`config.mk`:
```
export PLATFORM = sky130hd
export DESIGN_NAME = retire_stage
export DESIGN_NICKNAME = d
export VERILOG_FILES = /design/src/rtl/retire_stage.sv
export SDC_FILE = /design/constraint.sdc
export NUM_CORES = 1
export LEC_CHECK = 0
export CAP_MARGIN = 20
export CORE_AREA = 2 2 97 99
export DETAILED_ROUTE_END_ITERATION = 8
export DIE_AREA = 0 0 99 101
export DONT_BUFFER_PORTS = 1
export HOLD_SLACK_MARGIN = 0.02
export PLACE_DENSITY = 0.73
export SYNTH_ARGS = -nofsm -noshare
export SYNTH_HDL_FRONTEND = slang
export SYNTH_SLANG_ARGS = --single-unit
```
`constraint.sdc`:
```
create_clock -name clock -period 3.5 [get_ports clock]
set_clock_uncertainty 0.2 [all_clocks]
set_input_delay 1.05 -clock clock [delete_from_list [all_inputs] [get_ports clock]]
set_output_delay 1.05 -clock clock [all_outputs]
set_load 0.02 [all_outputs]
```
`src/rtl/retire_stage.sv`:
```
// retire_stage: commits in-order ROB retire packets to the AMT and free list.
// Define RETIRE_STATS_EN to add the stat_retired/stat_squashes counters.
module retire_stage #(
    parameter int WAYS = 3,
    parameter int PHYS_BITS = 6,
    parameter int ARCH_BITS = 5,
    parameter int XLEN = 32,
    parameter int RECOVER_CYCLES = 2,
    localparam int CW = $clog2(WAYS + 1)
) (
    input  logic                      clock,
    input  logic                      reset,
    input  logic [WAYS-1:0]           ret_valid,
    input  logic [WAYS*PHYS_BITS-1:0] ret_t_idx,
    input  logic [WAYS*PHYS_BITS-1:0] ret_told_idx,
    input  logic [WAYS*ARCH_BITS-1:0] ret_ar_idx,
    input  logic [WAYS-1:0]           ret_halt,
    input  logic [WAYS-1:0]           ret_pse,
    input  logic [WAYS*XLEN-1:0]      ret_target_pc,
    output logic [WAYS-1:0]           amt_we,
    output logic [WAYS*ARCH_BITS-1:0] amt_ar,
    output logic [WAYS*PHYS_BITS-1:0] amt_t,
    output logic [WAYS-1:0]           free_valid,
    output logic [WAYS*PHYS_BITS-1:0] free_idx,
    output logic                      squash,
    output logic [XLEN-1:0]           redirect_pc,
    output logic                      halted,
    output logic [CW-1:0]             retire_cnt,
    output logic                      protocol_err
`ifdef RETIRE_STATS_EN
   ,output logic [31:0]               stat_retired
   ,output logic [31:0]               stat_squashes
`endif
);

    typedef enum logic [1:0] {
        RUN     = 2'd0,
        RECOVER = 2'd1,
        HALTED  = 2'd2
    } state_e;

    state_e                    state_q, state_d;
    logic [3:0]                rcnt_q, rcnt_d;
    logic [WAYS-1:0]           commit;
    logic                      gap, hit_pse, hit_halt;
    logic [XLEN-1:0]           tgt;
    logic [WAYS-1:0]           we_d, we_q, fv_d, fv_q;
    logic [WAYS*ARCH_BITS-1:0] ar_d, ar_q;
    logic [WAYS*PHYS_BITS-1:0] t_d, t_q, fi_d, fi_q;
    logic                      sq_d, sq_q, halt_d, halt_q;
    logic                      perr_d, perr_q;
    logic [XLEN-1:0]           pc_d, pc_q;
    logic [CW-1:0]             cnt_d, cnt_q;

    // Only the last committed way can carry pse/halt: commit stops after it.
    always_comb begin : qualify
        logic hole;
        logic stop;
        hole     = 1'b0;
        stop     = 1'b0;
        gap      = 1'b0;
        commit   = '0;
        hit_pse  = 1'b0;
        hit_halt = 1'b0;
        tgt      = '0;
        for (int i = 0; i < WAYS; i++) begin
            if (!ret_valid[i]) hole = 1'b1;
            else if (hole) gap = 1'b1;
            if (ret_valid[i] && !hole && !stop) begin
                commit[i] = 1'b1;
                if (ret_halt[i]) begin
                    hit_halt = 1'b1;
                end else if (ret_pse[i]) begin
                    hit_pse = 1'b1;
                    tgt     = ret_target_pc[i*XLEN +: XLEN];
                end
            end
            if (ret_valid[i] && (ret_pse[i] || ret_halt[i])) stop = 1'b1;
        end
    end

    always_comb begin : fsm
        state_d = state_q;
        rcnt_d  = rcnt_q;
        we_d    = '0;
        fv_d    = '0;
        ar_d    = '0;
        t_d     = '0;
        fi_d    = '0;
        sq_d    = 1'b0;
        pc_d    = pc_q;
        halt_d  = halt_q;
        perr_d  = perr_q;
        cnt_d   = '0;
        unique case (state_q)
            RUN: begin
                for (int i = 0; i < WAYS; i++) begin
                    if (commit[i]) begin
                        cnt_d = cnt_d + CW'(1);
                        if (ret_ar_idx[i*ARCH_BITS +: ARCH_BITS] != '0) begin
                            we_d[i] = 1'b1;
                            fv_d[i] = 1'b1;
                            ar_d[i*ARCH_BITS +: ARCH_BITS] =
                                ret_ar_idx[i*ARCH_BITS +: ARCH_BITS];
                            t_d[i*PHYS_BITS +: PHYS_BITS] =
                                ret_t_idx[i*PHYS_BITS +: PHYS_BITS];
                            fi_d[i*PHYS_BITS +: PHYS_BITS] =
                                ret_told_idx[i*PHYS_BITS +: PHYS_BITS];
                        end
                    end
                end
                if (gap) perr_d = 1'b1;
                if (hit_halt) begin
                    halt_d  = 1'b1;
                    state_d = HALTED;
                end else if (hit_pse) begin
                    sq_d    = 1'b1;
                    pc_d    = tgt;
                    state_d = RECOVER;
                    rcnt_d  = 4'(RECOVER_CYCLES);
                end
            end
            RECOVER: begin
                if (|ret_valid) perr_d = 1'b1;
                rcnt_d = rcnt_q - 4'd1;
                if (rcnt_q <= 4'd1) begin
                    rcnt_d  = '0;
                    state_d = RUN;
                end
            end
            HALTED: begin
                if (|ret_valid) perr_d = 1'b1;
            end
            default: begin
                state_d = RUN;
                rcnt_d  = '0;
            end
        endcase
    end

    always_ff @(posedge clock or negedge reset) begin
        if (!reset) begin
            state_q <= RUN;
            rcnt_q  <= '0;
            we_q    <= '0;
            fv_q    <= '0;
            ar_q    <= '0;
            t_q     <= '0;
            fi_q    <= '0;
            sq_q    <= 1'b0;
            pc_q    <= '0;
            halt_q  <= 1'b0;
            perr_q  <= 1'b0;
            cnt_q   <= '0;
        end else begin
            state_q <= state_d;
            rcnt_q  <= rcnt_d;
            we_q    <= we_d;
            fv_q    <= fv_d;
            ar_q    <= ar_d;
            t_q     <= t_d;
            fi_q    <= fi_d;
            sq_q    <= sq_d;
            pc_q    <= pc_d;
            halt_q  <= halt_d;
            perr_q  <= perr_d;
            cnt_q   <= cnt_d;
        end
    end

    assign amt_we       = we_q;
    assign amt_ar       = ar_q;
    assign amt_t        = t_q;
    assign free_valid   = fv_q;
    assign free_idx     = fi_q;
    assign squash       = sq_q;
    assign redirect_pc  = pc_q;
    assign halted       = halt_q;
    assign retire_cnt   = cnt_q;
    assign protocol_err = perr_q;

`ifdef RETIRE_STATS_EN
    logic [31:0] sret_q, ssq_q;

    // Accumulate from next-state so the halting commit is still counted.
    always_ff @(posedge clock or negedge reset) begin
        if (!reset) begin
            sret_q <= '0;
            ssq_q  <= '0;
        end else if (state_q != HALTED) begin
            sret_q <= sret_q + 32'(cnt_d);
            ssq_q  <= ssq_q + 32'(sq_d);
        end
    end

    assign stat_retired  = sret_q;
    assign stat_squashes = ssq_q;
`endif

endmodule

```
==> flow_summary_export.csv <==
group,metric,value,unit
placed_design,place_congestion,0.7871,
clock_tree,cts.htree.levels,3,
drt,drc,0,
grt,met2_usage,31.50,%
drt,drt_iter0_markers,247,
yosys,yosysTopAreaCellShare,57.52,%
floorplanning,core.rowCount,35,
grt,antenna_found_initial,1,
yosys,synth_flop_cell,"dfrtp_1",
floorplanning,start_util,47.01,%
grt,top_usage_layer,"met2",
timing,rsz0062_at_grt,"false",
pwr,peakVddDrop,0.2753,mV
clock_tree,cts-root-buf,"clkbuf_8",
pwr,power_frac_comb,17.1,%
yosys,synth_edf_count,0,
worst_hold_path,hp-class,"input port to async pin",
drt,vias_per_cell,6.095,
floorplanning,ios,252,
finish,fillers,782,
timing,finalCritPeriodShare,66.83,%
timing,fin_crit,2339,ps
yosys,synth_nets,509,
clock_tree,cts_sinks,97,
drt,vias,2749,
clock_tree,cts_inserted_buffers,9,
critical_path,path_class,"input port to flop",
yosys,async_reset_ff_share,100.0,%
yosys,synth_cell_type_count,45,
timing,drv_slew,0,
grt,grtUsageMet3,8.669,%
placed_design,hpwl,7198,um
grt,grt_overflow_total,0,
yosys,synth_most_common_cell,"dfrtp_1",
drt,routedWlPerCell,21.81,um
finish,fin_util,49.70,%
critical_path,cp.required,3560,ps
yosys,synth_area_per_cell,12.27,sq um
drt,wl,9837,um
floorplanning,core,0.008977,sq mm
floorplanning,die_y,101,um
flow_run,cap_violations,0,
critical_path,critPathMaxFanout,33,
placed_design,port_buffers,0,
timing,tns,0,ps
finish,drive_above_1_share,7.375,%
timing,fmax,427.5,MHz
critical_path,worstSetupEndpointType,"flop",
finish,syn_to_final_growth,5.722,%
timing,worstMarginPinSlew,759.9,ps
pwr,switching_share,36.38,%
pwr,pwr-share-clk,25.4,%
pwr,powerDensity,716.0,mW/mm^2
floorplanning,die_w,99,um
clock_tree,cts_setup_buffers,0,
clock_tree,cts-resized-gates,0,
yosys,ys.warnings.count,0,
yosys,synth_cells,344,
clock_tree,hold_buffers,0,
pwr,p_sw,1.162,mW
pwr,leakagePower,2.273,nW
timing,final-hold-violation-count,0,
floorplanning,die_area,0.009999,sq mm
yosys,synth_area_leaders,"dfrtp_1 58%, a222oi_1 7.6%, mux2i_1 7.6%",
drt,antenna_left,0,
grt,grtUsageTotal,18.66,%
status,status,"completed",
drt,drtPass1Iterations,9,
grt,use_met1,21.34,%
pwr,fin_total_pwr,3.195,mW
pwr,seqPwrFrac,57.5,%
yosys,synth_seq_area_share,57.52,%
grt,grt_pass1_wl,14390,um
finish,fin_nets,500,
clock_tree,path_clk_slew,100,ps
timing,finalSetupViolations,0,
yosys,synth_area,0.004220,sq mm
timing,max-slew-margin-rel,49.34,%
grt,grt_pass1_vias,2766,
critical_path,critPathArrivalTime,2400,ps
clock_tree,cts_tree,"built",
pwr,intPower,2.032,mW
critical_path,startpoint_type,"input port",
grt,grt_max_degree,98,
yosys,synth_top_area_cell,"dfrtp_1",
clock_tree,clock_latency,350,ps
clock_tree,clockBufferDepth,2,
yosys,ys_ff_latch,97,
yosys,yosys-top-cells-count,"97 x dfrtp_1, 43 x and2_1, 41 x inv_1, 32 x a222oi_1, 32 x mux2i_1",
==> final timing paths <==
| kind | start | end | slack (ps) | depth (start not counted) |
|---|---|---|---|---|
| worst max-delay path | ret_valid[2] | redirect_pc[18] | 1160 | 5 |
| worst min-delay path | reset | redirect_pc[1] | 180 | 0 |
| worst max register to register | state_q[1] | amt_t[7] | 1230 | 5 |
| worst min register to register | rcnt_q[1] | rcnt_q[1] | 370 | 1 |
| max in group asynchronous | reset | free_idx[3] | 2720 | 0 |
| min in group clock | rcnt_q[1] | rcnt_q[1] | 370 | 1 |
==> placed cells by master, fill, tap and decap left out, types with 2 or more instances in the layout <==
cell	count
dfrtp_1	97
and2_1	43
inv_1	41
a222oi_1	32
mux2i_1	32
and3_1	11
clkbuf_8	10
nand2_1	7
ha_1	7
nor2_1	5
buf_4	4
a21oi_1	3
o221ai_1	3
o211ai_1	3
nor3_1	2
o21a_1	2
and3b_1	2
nor2b_1	2
o31ai_1	2
o2111ai_1	2
bufinv_16	2
clkinv_4	2
==> cell type report <==
type	count	area [sq um]	share of cell area [%]
Sequential cell	97	2427	54.40
Inverter	41	153.9	3.449
Multi-Input combinational cell	182	1483	33.23
Clock buffer	10	137.6	3.085
Tap cell	111	138.9	3.113
Clock inverter	5	88.84	1.991
Timing Repair Buffer	4	30.03	0.6730
Antenna cell	1	2.502	0.05609
==> kinds of logic (layout without fill, tap and decap cells) <==
group	Yosys count	in the layout	synth area share, %
AO/OA/AOI/OAI	59	59	12.90
XOR/XNOR	1	1	0.2076
adder cells (fa/ha/maj)	7	7	2.075
buffers and inverters	65	60	7.619
flip-flops	97	97	57.52
multiplexers	32	32	7.590
other	0	1	0
AND/OR/NAND/NOR	83	83	12.10
==> critical path, stage by stage <==
cell and delay (ps):
and3b_1 180, o211a_4 260, o211ai_4 140, buf_4 480
mux2i_1 260
==> registers in the layout, indices dropped and copies added, names as in the netlist <==
register and count:
amt_t 18, rcnt_q 4, halted 1, retire_cnt 2, squash 1, protocol_err 1
state_q 2, free_idx 18, amt_ar 15, free_valid 3, redirect_pc 32
==> power groups by stage <==
stage          Clock (mW)  Sequential [mW]  Combinational [mW]
6_report            0.812             1.84               0.545
5_1_grt             0.889             1.87               0.624
4_1_cts             0.841             1.84               0.550
3_5_place_dp            0             1.86               0.550
3_3_place_gp            0             1.86               0.521
2_1_floorplan           0             1.80               0.462
==> layer usage <==
metal  share of wire [%]  vias to the layer above  wire length (um)
met2                  52                      196              5095
met1                  36                     1344              3531
met4                0.58                        0                57
li1                    -                     1205                 -
met5                   0                        -                 0
met3                  12                        4              1153
==> stage by stage <==
step                      instances  hold WS, ps  cell area, sq um  worst slack [ps]
after CTS                       450        157.3              4459              1153
after global routing            451        145.2              4462             951.0
after floorplan                 344        312.5              4220              1037
after detailed placement        435        352.8              4233             767.0
final                           451        181.1              4462              1161
after global placement          435        346.8              4233             852.8
Note: power is estimated with default switching activity, not from simulation.
==> edit: new RTL, same flow settings <==
Re-encode `state_e` (3 states) as one-hot, 3 bits wide.
--- a/src/rtl/retire_stage.sv
+++ b/src/rtl/retire_stage.sv
@@ -35,6 +35,6 @@
 
-    typedef enum logic [1:0] {
-        RUN     = 2'd0,
-        RECOVER = 2'd1,
-        HALTED  = 2'd2
+    typedef enum logic [2:0] {
+        RUN     = 3'b001,
+        RECOVER = 3'b010,
+        HALTED  = 3'b100
     } state_e;
Check against the original RTL: same outputs for any inputs over 4 cycles, from zero or initial values and one cycle with reset low; so few cycles prove little.
==> edit against the original RTL <==
- final area stayed put
- wire length increased by 3.9%
- combinational power shrank 15%
- setup slack lost 0.11 ns
- sequential cell count up 1
- largest power group unchanged
- power fell by 1.4%
- critical endpoint is now rcnt_q[1]
- synthesized area is 1.2% lower
- synthesized cell count up 0.29%
- first-iteration DRC count fell by 25%
- count of clock-buffer cells in the layout fell by 1
- global-route usage up 0.91 points
==> edit: results (changes against the original RTL) <==
status finished, final reports clean; Signal inverters 38 (-7.3%); GRT Total Usage 0.1957 (+0.009139); reg-to-reg startpoint state_q[0]; worst r2r path cells 4 (-1); Register Area 0.002454 mm² (+1.1%); complex-gate fraction of the synthesized area 0.1146 (-0.01435); Sequential Power Share 0.602 (+0.027); Comb pwr share 0.147 (-0.024); post-synth cell types 44 (-2.2%); CTS sink count 98 (+1.0%); clock network contribution to total cell area 0.04936 (-0.001402); comb_multi_in 187 (+2.7%); critical path launch point ret_halt[0]; mux cell area share after synthesis 0.07921 (+0.003311); Slowest cell on crit path nor4_4; main area contributors after synthesis dfrtp_1 58%, mux2i_1 7.9%, a222oi_1 7.7%; XOR/XNOR share of the synthesized area 0.002100 (+0.00002491); WHS 0.1655 ns (-0.01561 ns); GPL Wtd Cong 0.9368 (+19%); DP Wirelength 7843 µm (+9.0%); maximum vdd drop 327.7 µV (+19%); Critical Path Max Stage Delay 0.42 ns (-0.06 ns); Layout Cells excl Fill 456 (+1.1%); Critical R2R Capture amt_t[16]; pin count of the biggest net entering global routing 99 (+1.0%); Area growth syn-to-layout 6.991%; buffer share of cell area 0.008413 (+0.001683); Non-CTS buffers 5 (+1); Clock Buffer Count 9 (-1); share of post-route cells with drive strength above 1 0.08721 (+0.01346); Critical path destination rcnt_q[1]; Placed Area 0.004239 mm² (+0.15%); Pwr Density 706.1 mW/mm² (-1.4%); first-pass GRT wire length 14830 µm (+3.1%); dpl cells 439 (+0.92%)
[edit: changes by cell type in the layout (fill, tap and decap cells not counted), moves of 2 or more]
cell,unedited run,this run
o21ai_0,0,6
nor2_1,5,10
ha_1,7,3
inv_1,41,37
nand2_1,7,11
nand2b_1,0,3
o211ai_1,3,0
inv_8,1,3
nor3_1,2,4
o2111ai_1,2,0
o221ai_1,3,1
[edit: worst max-delay path, delay by kind of cell]
kind | cells | cell delay [ns]
AND/OR/NAND/NOR | 2 | 0.71
buffers and inverters | 1 | 0.39
AO/OA/AOI/OAI | 2 | 0.39
[edit: routing by layer]
layer  GRT usage  vias to the layer above  part of all wire
met3     0.07351                       11             0.098
met5           0                        -                 0
li1            -                     1205                 -
met4     0.06639                        0             0.020
met1      0.2157                     1346              0.34
met2      0.3477                      178              0.54
